===== src/rtl/truth_table_lut_seq_pkg.sv =====
// Shared types and helpers for the truth-table evaluator and its
// serial table loader.
package truth_table_pkg;

    localparam int MAX_N_IN = 6;

    typedef enum logic {
        IDLE,
        LOAD
    } cfg_state_t;

    // Row 0 maps to the table MSB, so row r lives at bit (tt_w-1-r).
    function automatic logic row_bit(input logic [63:0] tt, input int tt_w, input int r);
        logic [5:0] idx;
        idx = 6'(tt_w - 1 - r);
        return tt[idx];
    endfunction

endpackage


===== src/rtl/truth_table_lut_seq_if.sv =====
// Valid/ready evaluation stream between an input-sample source and the
// truth-table evaluator.
interface truth_table_lut_seq_if #(
    parameter int N_IN = 3
);
    logic            in_valid;
    logic            in_ready;
    logic [N_IN-1:0] in_vec;
    logic            out_valid;
    logic            out_ready;
    logic            out_bit;

    modport master (
        output in_valid, in_vec, out_ready,
        input  in_ready, out_valid, out_bit
    );

    modport slave (
        input  in_valid, in_vec, out_ready,
        output in_ready, out_valid, out_bit
    );
endinterface


===== src/rtl/truth_table_lut_seq_cfg_loader.sv =====
// Serial truth-table loader: collects TT_W bits (row 0 first) into a
// shadow register and commits them to the active table atomically.
module tt_cfg_loader
    import truth_table_pkg::*;
#(
    parameter int              N_IN    = 3,
    parameter int              TT_W    = 2 ** N_IN,
    parameter logic [TT_W-1:0] INIT_TT = 8'hAB
) (
    input  logic            clk,
    input  logic            rst,
    input  logic            cfg_start,
    input  logic            cfg_valid,
    input  logic            cfg_bit,
    input  logic            cfg_abort,
    output logic            cfg_busy,
    output logic            cfg_done,
    output logic [TT_W-1:0] tt_active
);

    localparam int CNT_W = $clog2(TT_W) + 1;

    cfg_state_t       state;
    logic [CNT_W-1:0] cnt;
    logic [TT_W-1:0]  shadow;
    logic [TT_W-1:0]  shadow_next;

    // NOTE: default assignment first so every path assigns shadow_next and no latch is inferred.
    always_comb begin
        shadow_next = shadow;
        for (int i = 0; i < TT_W; i++) begin
            if (i == TT_W - 1 - int'(cnt)) shadow_next[i] = cfg_bit;
        end
    end

    assign cfg_busy = (state == LOAD);

    // NOTE: sequential state uses non-blocking assignments; the shadow is a plain
    // register (not a memory array), so it is cleared on reset like everything else.
    always_ff @(posedge clk or posedge rst) begin
        if (rst) begin
            state     <= IDLE;
            cnt       <= '0;
            shadow    <= '0;
            tt_active <= INIT_TT;
            cfg_done  <= 1'b0;
        end else begin
            cfg_done <= 1'b0;
            case (state)
                IDLE: begin
                    if (cfg_start) begin
                        state <= LOAD;
                        cnt   <= '0;
                    end
                end
                LOAD: begin
                    if (cfg_abort) begin
                        state  <= IDLE;
                        cnt    <= '0;
                        shadow <= '0;
                    end else if (cfg_start) begin
                        cnt    <= '0;
                        shadow <= '0;
                    end else if (cfg_valid) begin
                        shadow <= shadow_next;
                        if (cnt == CNT_W'(TT_W - 1)) begin
                            // Last bit: commit including the bit arriving this cycle.
                            tt_active <= shadow_next;
                            cfg_done  <= 1'b1;
                            state     <= IDLE;
                            cnt       <= '0;
                        end else begin
                            cnt <= cnt + 1'b1;
                        end
                    end
                end
                default: state <= IDLE;
            endcase
        end
    end

endmodule


===== src/rtl/truth_table_lut_seq.sv =====
// N-input single-output logic function evaluator with a run-time
// reprogrammable truth table and a one-stage registered valid/ready output.
module truth_table_lut_seq
    import truth_table_pkg::*;
#(
    parameter int              N_IN    = 3,
    parameter int              TT_W    = 2 ** N_IN,
    parameter logic [TT_W-1:0] INIT_TT = 8'hAB
) (
    input  logic                   clk,
    input  logic                   rst,
    truth_table_lut_seq_if.slave   s_if,
    input  logic                   cfg_start,
    input  logic                   cfg_valid,
    input  logic                   cfg_bit,
    input  logic                   cfg_abort,
    output logic                   cfg_busy,
    output logic                   cfg_done,
    output logic [TT_W-1:0]        tt_active
);

    logic accept;
    logic lookup;

    tt_cfg_loader #(
        .N_IN    (N_IN),
        .TT_W    (TT_W),
        .INIT_TT (INIT_TT)
    ) u_loader (
        .clk       (clk),
        .rst       (rst),
        .cfg_start (cfg_start),
        .cfg_valid (cfg_valid),
        .cfg_bit   (cfg_bit),
        .cfg_abort (cfg_abort),
        .cfg_busy  (cfg_busy),
        .cfg_done  (cfg_done),
        .tt_active (tt_active)
    );

    assign s_if.in_ready = !s_if.out_valid || s_if.out_ready;
    assign accept        = s_if.in_valid && s_if.in_ready;
    // A commit lands on the same edge, so an accept in that cycle sees the old table.
    assign lookup        = row_bit(64'(tt_active), TT_W, int'(s_if.in_vec));

    always_ff @(posedge clk or posedge rst) begin
        if (rst) begin
            s_if.out_valid <= 1'b0;
            s_if.out_bit   <= 1'b0;
        end else if (accept) begin
            s_if.out_valid <= 1'b1;
            s_if.out_bit   <= lookup;
        end else if (s_if.out_ready) begin
            s_if.out_valid <= 1'b0;
        end
    end

endmodule


===== src/flat_wrapper.sv =====
// flat-port wrapper written by rule: the top's interface ports become plain ports
module truth_table_lut_seq_flat import truth_table_pkg::*;
#(
    parameter int              N_IN    = 3,
    parameter int              TT_W    = 2 ** N_IN,
    parameter logic [TT_W-1:0] INIT_TT = 8'hAB
)
  (clk, rst, cfg_start, cfg_valid, cfg_bit, cfg_abort, cfg_busy, cfg_done, tt_active, s_if_in_valid, s_if_in_vec, s_if_out_ready, s_if_in_ready, s_if_out_valid, s_if_out_bit);
  truth_table_lut_seq_if #(.N_IN(N_IN)) s_if_i ();
  input  logic clk;
  input  logic rst;
  input  logic cfg_start;
  input  logic cfg_valid;
  input  logic cfg_bit;
  input  logic cfg_abort;
  output logic cfg_busy;
  output logic cfg_done;
  output logic [TT_W-1:0] tt_active;
  input wire logic [$bits(s_if_i.in_valid)-1:0] s_if_in_valid;
  input wire logic [$bits(s_if_i.in_vec)-1:0] s_if_in_vec;
  input wire logic [$bits(s_if_i.out_ready)-1:0] s_if_out_ready;
  output wire logic [$bits(s_if_i.in_ready)-1:0] s_if_in_ready;
  output wire logic [$bits(s_if_i.out_valid)-1:0] s_if_out_valid;
  output wire logic [$bits(s_if_i.out_bit)-1:0] s_if_out_bit;
  assign s_if_i.in_valid = s_if_in_valid;
  assign s_if_i.in_vec = s_if_in_vec;
  assign s_if_i.out_ready = s_if_out_ready;
  assign s_if_in_ready = s_if_i.in_ready;
  assign s_if_out_valid = s_if_i.out_valid;
  assign s_if_out_bit = s_if_i.out_bit;
  truth_table_lut_seq #(.N_IN(N_IN), .TT_W(TT_W), .INIT_TT(INIT_TT)) u_core (.clk(clk), .rst(rst), .s_if(s_if_i), .cfg_start(cfg_start), .cfg_valid(cfg_valid), .cfg_bit(cfg_bit), .cfg_abort(cfg_abort), .cfg_busy(cfg_busy), .cfg_done(cfg_done), .tt_active(tt_active));
endmodule

===== config.mk =====
export PLATFORM = sky130hd
export DESIGN_NAME = truth_table_lut_seq_flat
export DESIGN_NICKNAME = d
export VERILOG_FILES = /design/src/rtl/truth_table_lut_seq_pkg.sv /design/src/rtl/truth_table_lut_seq_if.sv /design/src/rtl/truth_table_lut_seq_cfg_loader.sv /design/src/rtl/truth_table_lut_seq.sv /design/src/flat_wrapper.sv
export SDC_FILE = /design/constraint.sdc
export NUM_CORES = 1
export LEC_CHECK = 0
export ABC_CLOCK_PERIOD_IN_PS = 2000
export BUFFER_PORTS_ARGS = -buffer_cell sky130_fd_sc_hd__buf_4
export CELL_PAD_IN_SITES_DETAIL_PLACEMENT = 0
export CELL_PAD_IN_SITES_GLOBAL_PLACEMENT = 2
export CORE_ASPECT_RATIO = 0.9
export CORE_MARGIN = 3
export CORE_UTILIZATION = 34
export CTS_CLUSTER_DIAMETER = 50
export DETAILED_ROUTE_END_ITERATION = 8
export PLACE_DENSITY_LB_ADDON = 0.12
export REMOVE_ABC_BUFFERS = 1
export SLEW_MARGIN = 20
export SYNTH_ARGS = -nofsm -noshare
export SYNTH_HDL_FRONTEND = slang
export SYNTH_HIERARCHICAL = 1
export SYNTH_SLANG_ARGS = --single-unit

===== constraint.sdc =====
create_clock -name clk -period 2 [get_ports clk]
set_input_delay 0.4 -clock clk [delete_from_list [all_inputs] [get_ports clk]]
set_output_delay 0.4 -clock clk [all_outputs]
set_load 0.01 [all_outputs]

==> impl_metrics.json <==
{
  "status": "finished, final reports clean",
  "cts_root_buffer": "clkbuf_8",
  "fin_tns_setup_ns": 0,
  "fin_util": 0.4445,
  "drtIter0Drc": 51,
  "die_h_um": 62.94,
  "gp_congestion": 0.7538,
  "wl_per_cell_um": 14.72,
  "postCtsSetupBuffers": 0,
  "ant_nets": 0,
  "rsz0062_at_grt": "false",
  "worstSetupPathType": "reg -> reg",
  "grt_usage": 0.1334,
  "yosysSeqAreaShare": 0.4750,
  "drcViolationCount": 0,
  "startpoint_type": "register",
  "h-tree-depth": 1,
  "cts_tree": "built",
  "critPathMaxStageDelay_ns": 0.46,
  "p_int_uw": 672.4,
  "power.density_nw_per_um2": 585.0,
  "reg2reg_from": "u_core/u_loader/cnt[0]",
  "ys_seq_elements": 23,
  "vias": 900,
  "grt_overflow": 0,
  "core_area_um2": 3428,
  "grt_pass1_wl_um": 4616,
  "wl_um": 2694,
  "regToRegSetupSlack_ns": 0.18,
  "avgSynthCellArea_um2": 11.14,
  "worst_pin_slew_ns": 0.5992,
  "yosysTopAreaCellShare": 0.3677,
  "place_ws_ns": 0.1798,
  "endpoint": "u_core/u_loader/tt_active[5]",
  "switchingPower_uw": 219.1,
  "ir_drop_uv": 417.6,
  "grt_pass1_vias": 896,
  "critPathArrivalTime_ns": 2.00,
  "drv_slew": 0,
  "grt_max_degree": 22,
  "setup_violations": 0,
  "worstSetupStartpoint": "u_core/u_loader/cnt[0]",
  "hp-class": "in -> reg",
  "hold_viol": 0,
  "worstPathRequired_ns": 2.19,
  "timing.final.crit_share": 0.9083,
  "io_buffer_count": 23,
  "r2r_cells": 5,
  "firstDrtPassIters": 4,
  "final.setup.worst_slack_ns": 0.1834,
  "rows": 20,
  "die_area_um2": 4360,
  "most-common-layout-cells": "buf_4 (28), dfrtp_1 (18), mux2i_1 (16), inv_1 (12)",
  "num_io_pins": 24,
  "power_frac_seq": 0.548,
  "die_w_um": 69.27,
  "hpwl_um": 2087,
  "cp_top_family": "simple AND/OR/NAND/NOR gates",
  "dp_cells": 178,
  "cp.depth": 5,
  "cts_buffer_depth": 2,
  "swShare": 0.2458,
  "synthTopCellsByArea": "dfrtp_1 (37%), mux2i_1 (13%), dfstp_2 (11%)",
  "yosys_warnings": 6,
  "cp_num_buf_inv": 1,
  "leakage_nw": 0.7249,
  "relSlewSlack": 0.5981,
  "synth_cell_types": 29,
  "mostFrequentLayoutCell": "buf_4",
  "cp_cell_sequence": "ha_1, nand4b_1, nor4b_2, buf_4, mux2i_1",
  "cpMaxStageDelayCell": "nor4b_2",
  "numClockSinks": 23,
  "start_util": 0.3573,
  "drive_gt1_frac": 0.3237,
  "combinationalPowerShare": 0.130,
  "insertion_delay_ns": 0.26,
  "vias_per_cell": 4.918,
  "finalHoldWorstSlack_ns": 0.3341,
  "layoutNonFillerInstCount": 183,
  "cp_max_fo": 6,
  "synthesis.area_um2": 1225,
  "cp-end-kind": "register",
  "clk_pin_slew_ns": 0.08,
  "maxCapViolations": 0,
  "antenna_found_initial": 0,
  "max_freq_mhz": 550.5,
  "p_clk_frac": 0.322,
  "synth.largest_area_cell": "dfrtp_1",
  "period_minus_slack_ns": 1.817,
  "synthToLayoutAreaGrowth_pct": 24.41,
  "r2r_end": "u_core/u_loader/tt_active[5]",
  "synthCells": 110,
  "numCtsBuffers": 3,
  "final_nets": 155,
  "num_antenna_cells": 0,
  "skew_ns": 0.003356
}
## cells in the mapped netlist, drive strengths merged
cell / count
a21oi: 3
a22o: 2
a31oi: 1
and4bb: 1
buf: 2
clkbuf: 2
dfrtp: 18
dfstp: 5
ha: 4
inv: 12
mux2: 4
mux2i: 16
mux4: 1
nand2: 8
nand2b: 4
nand3: 3
nand3b: 4
nand4b: 1
nand4bb: 1
nor2: 1
nor3b: 4
nor4b: 1
o211ai: 1
o21ai: 8
o31ai: 1
or3: 1
or4: 1
## metal layers
| metal | part of all wire | track usage | vias to the layer above |
|---|---|---|---|
| li1 | - | - | 442 |
| met1 | 0.52 | 0.1960 | 431 |
| met2 | 0.44 | 0.1952 | 25 |
| met3 | 0.038 | 0.03537 | 2 |
| met4 | 0.0037 | 0.02927 | 0 |
| met5 | 0 | 0 | - |
## cell families after synthesis
| kind of cell | count (synthesis) | synth area share |
|---|---|---|
| DFF | 23 | 0.4750 |
| buffers and inverters | 16 | 0.05413 |
| and+or+nand+nor | 30 | 0.1593 |
| AOI/OAI and AO/OA | 16 | 0.08478 |
| muxes | 21 | 0.1859 |
| adders and majority gates | 4 | 0.04086 |
## how the worst min path moves through the flow
| stage | startpoint | endpoint | slack [ns] | cells past startpoint |
|---|---|---|---|---|
| final | s_if_in_valid | u_core/s_if.out_valid | 0.33 | 2 |
| after global routing | s_if_in_valid | u_core/s_if.out_valid | 0.35 | 2 |
| after CTS | s_if_in_valid | u_core/s_if.out_valid | 0.33 | 2 |
| after detailed placement | rst | u_core/s_if.out_bit | 0.27 | 2 |
| after global placement | rst | u_core/s_if.out_valid | 0.27 | 2 |
| after floorplan | rst | u_core/s_if.out_bit | 0.14 | 1 |
## repair_timing
item | 4_1_cts | 5_1_grt
hold endpoints to repair | 2 | 0
gates resized for setup | 0 | 0
hold buffers | 1 | 0
## power groups by stage
stage	registers, mW	clock network, mW	logic (mW)
after floorplan	0.500	0	0.0535
after global placement	0.498	0	0.116
after detailed placement	0.498	0	0.116
after CTS	0.489	0.300	0.118
after global routing	0.491	0.323	0.130
final	0.489	0.287	0.116
## per-stage QoR
step	power, mW	instance area, um^2
3_5_place_dp	0.6140	1469
5_1_grt	0.9435	1524
3_3_place_gp	0.6142	1469
4_1_cts	0.9072	1524
2_1_floorplan	0.5537	1204
6_report	0.8915	1524
## registers in the layout (all words and copies together) (netlist names)
| signal | cells |
|---|---|
| u_core/u_loader/cnt | 4 |
| u_core/s_if.out_valid | 1 |
| u_core/u_loader/shadow | 7 |
| u_core/s_if.out_bit | 1 |
| u_core/u_loader/cfg_done | 1 |
| u_core/u_loader/tt_active | 8 |
| u_core/u_loader/cfg_busy | 1 |
## area by class of cell
cell class                      count  area [um^2]
Clock buffer                        4        45.04
Timing Repair Buffer               29        220.2
Fill cell                         329         1904
Inverter                           12        45.04
Multi-Input combinational cell     71        576.8
Sequential cell                    23        581.8
Tap cell                           44        55.05
No activity file was read; power rests on OpenSTA's default activity.
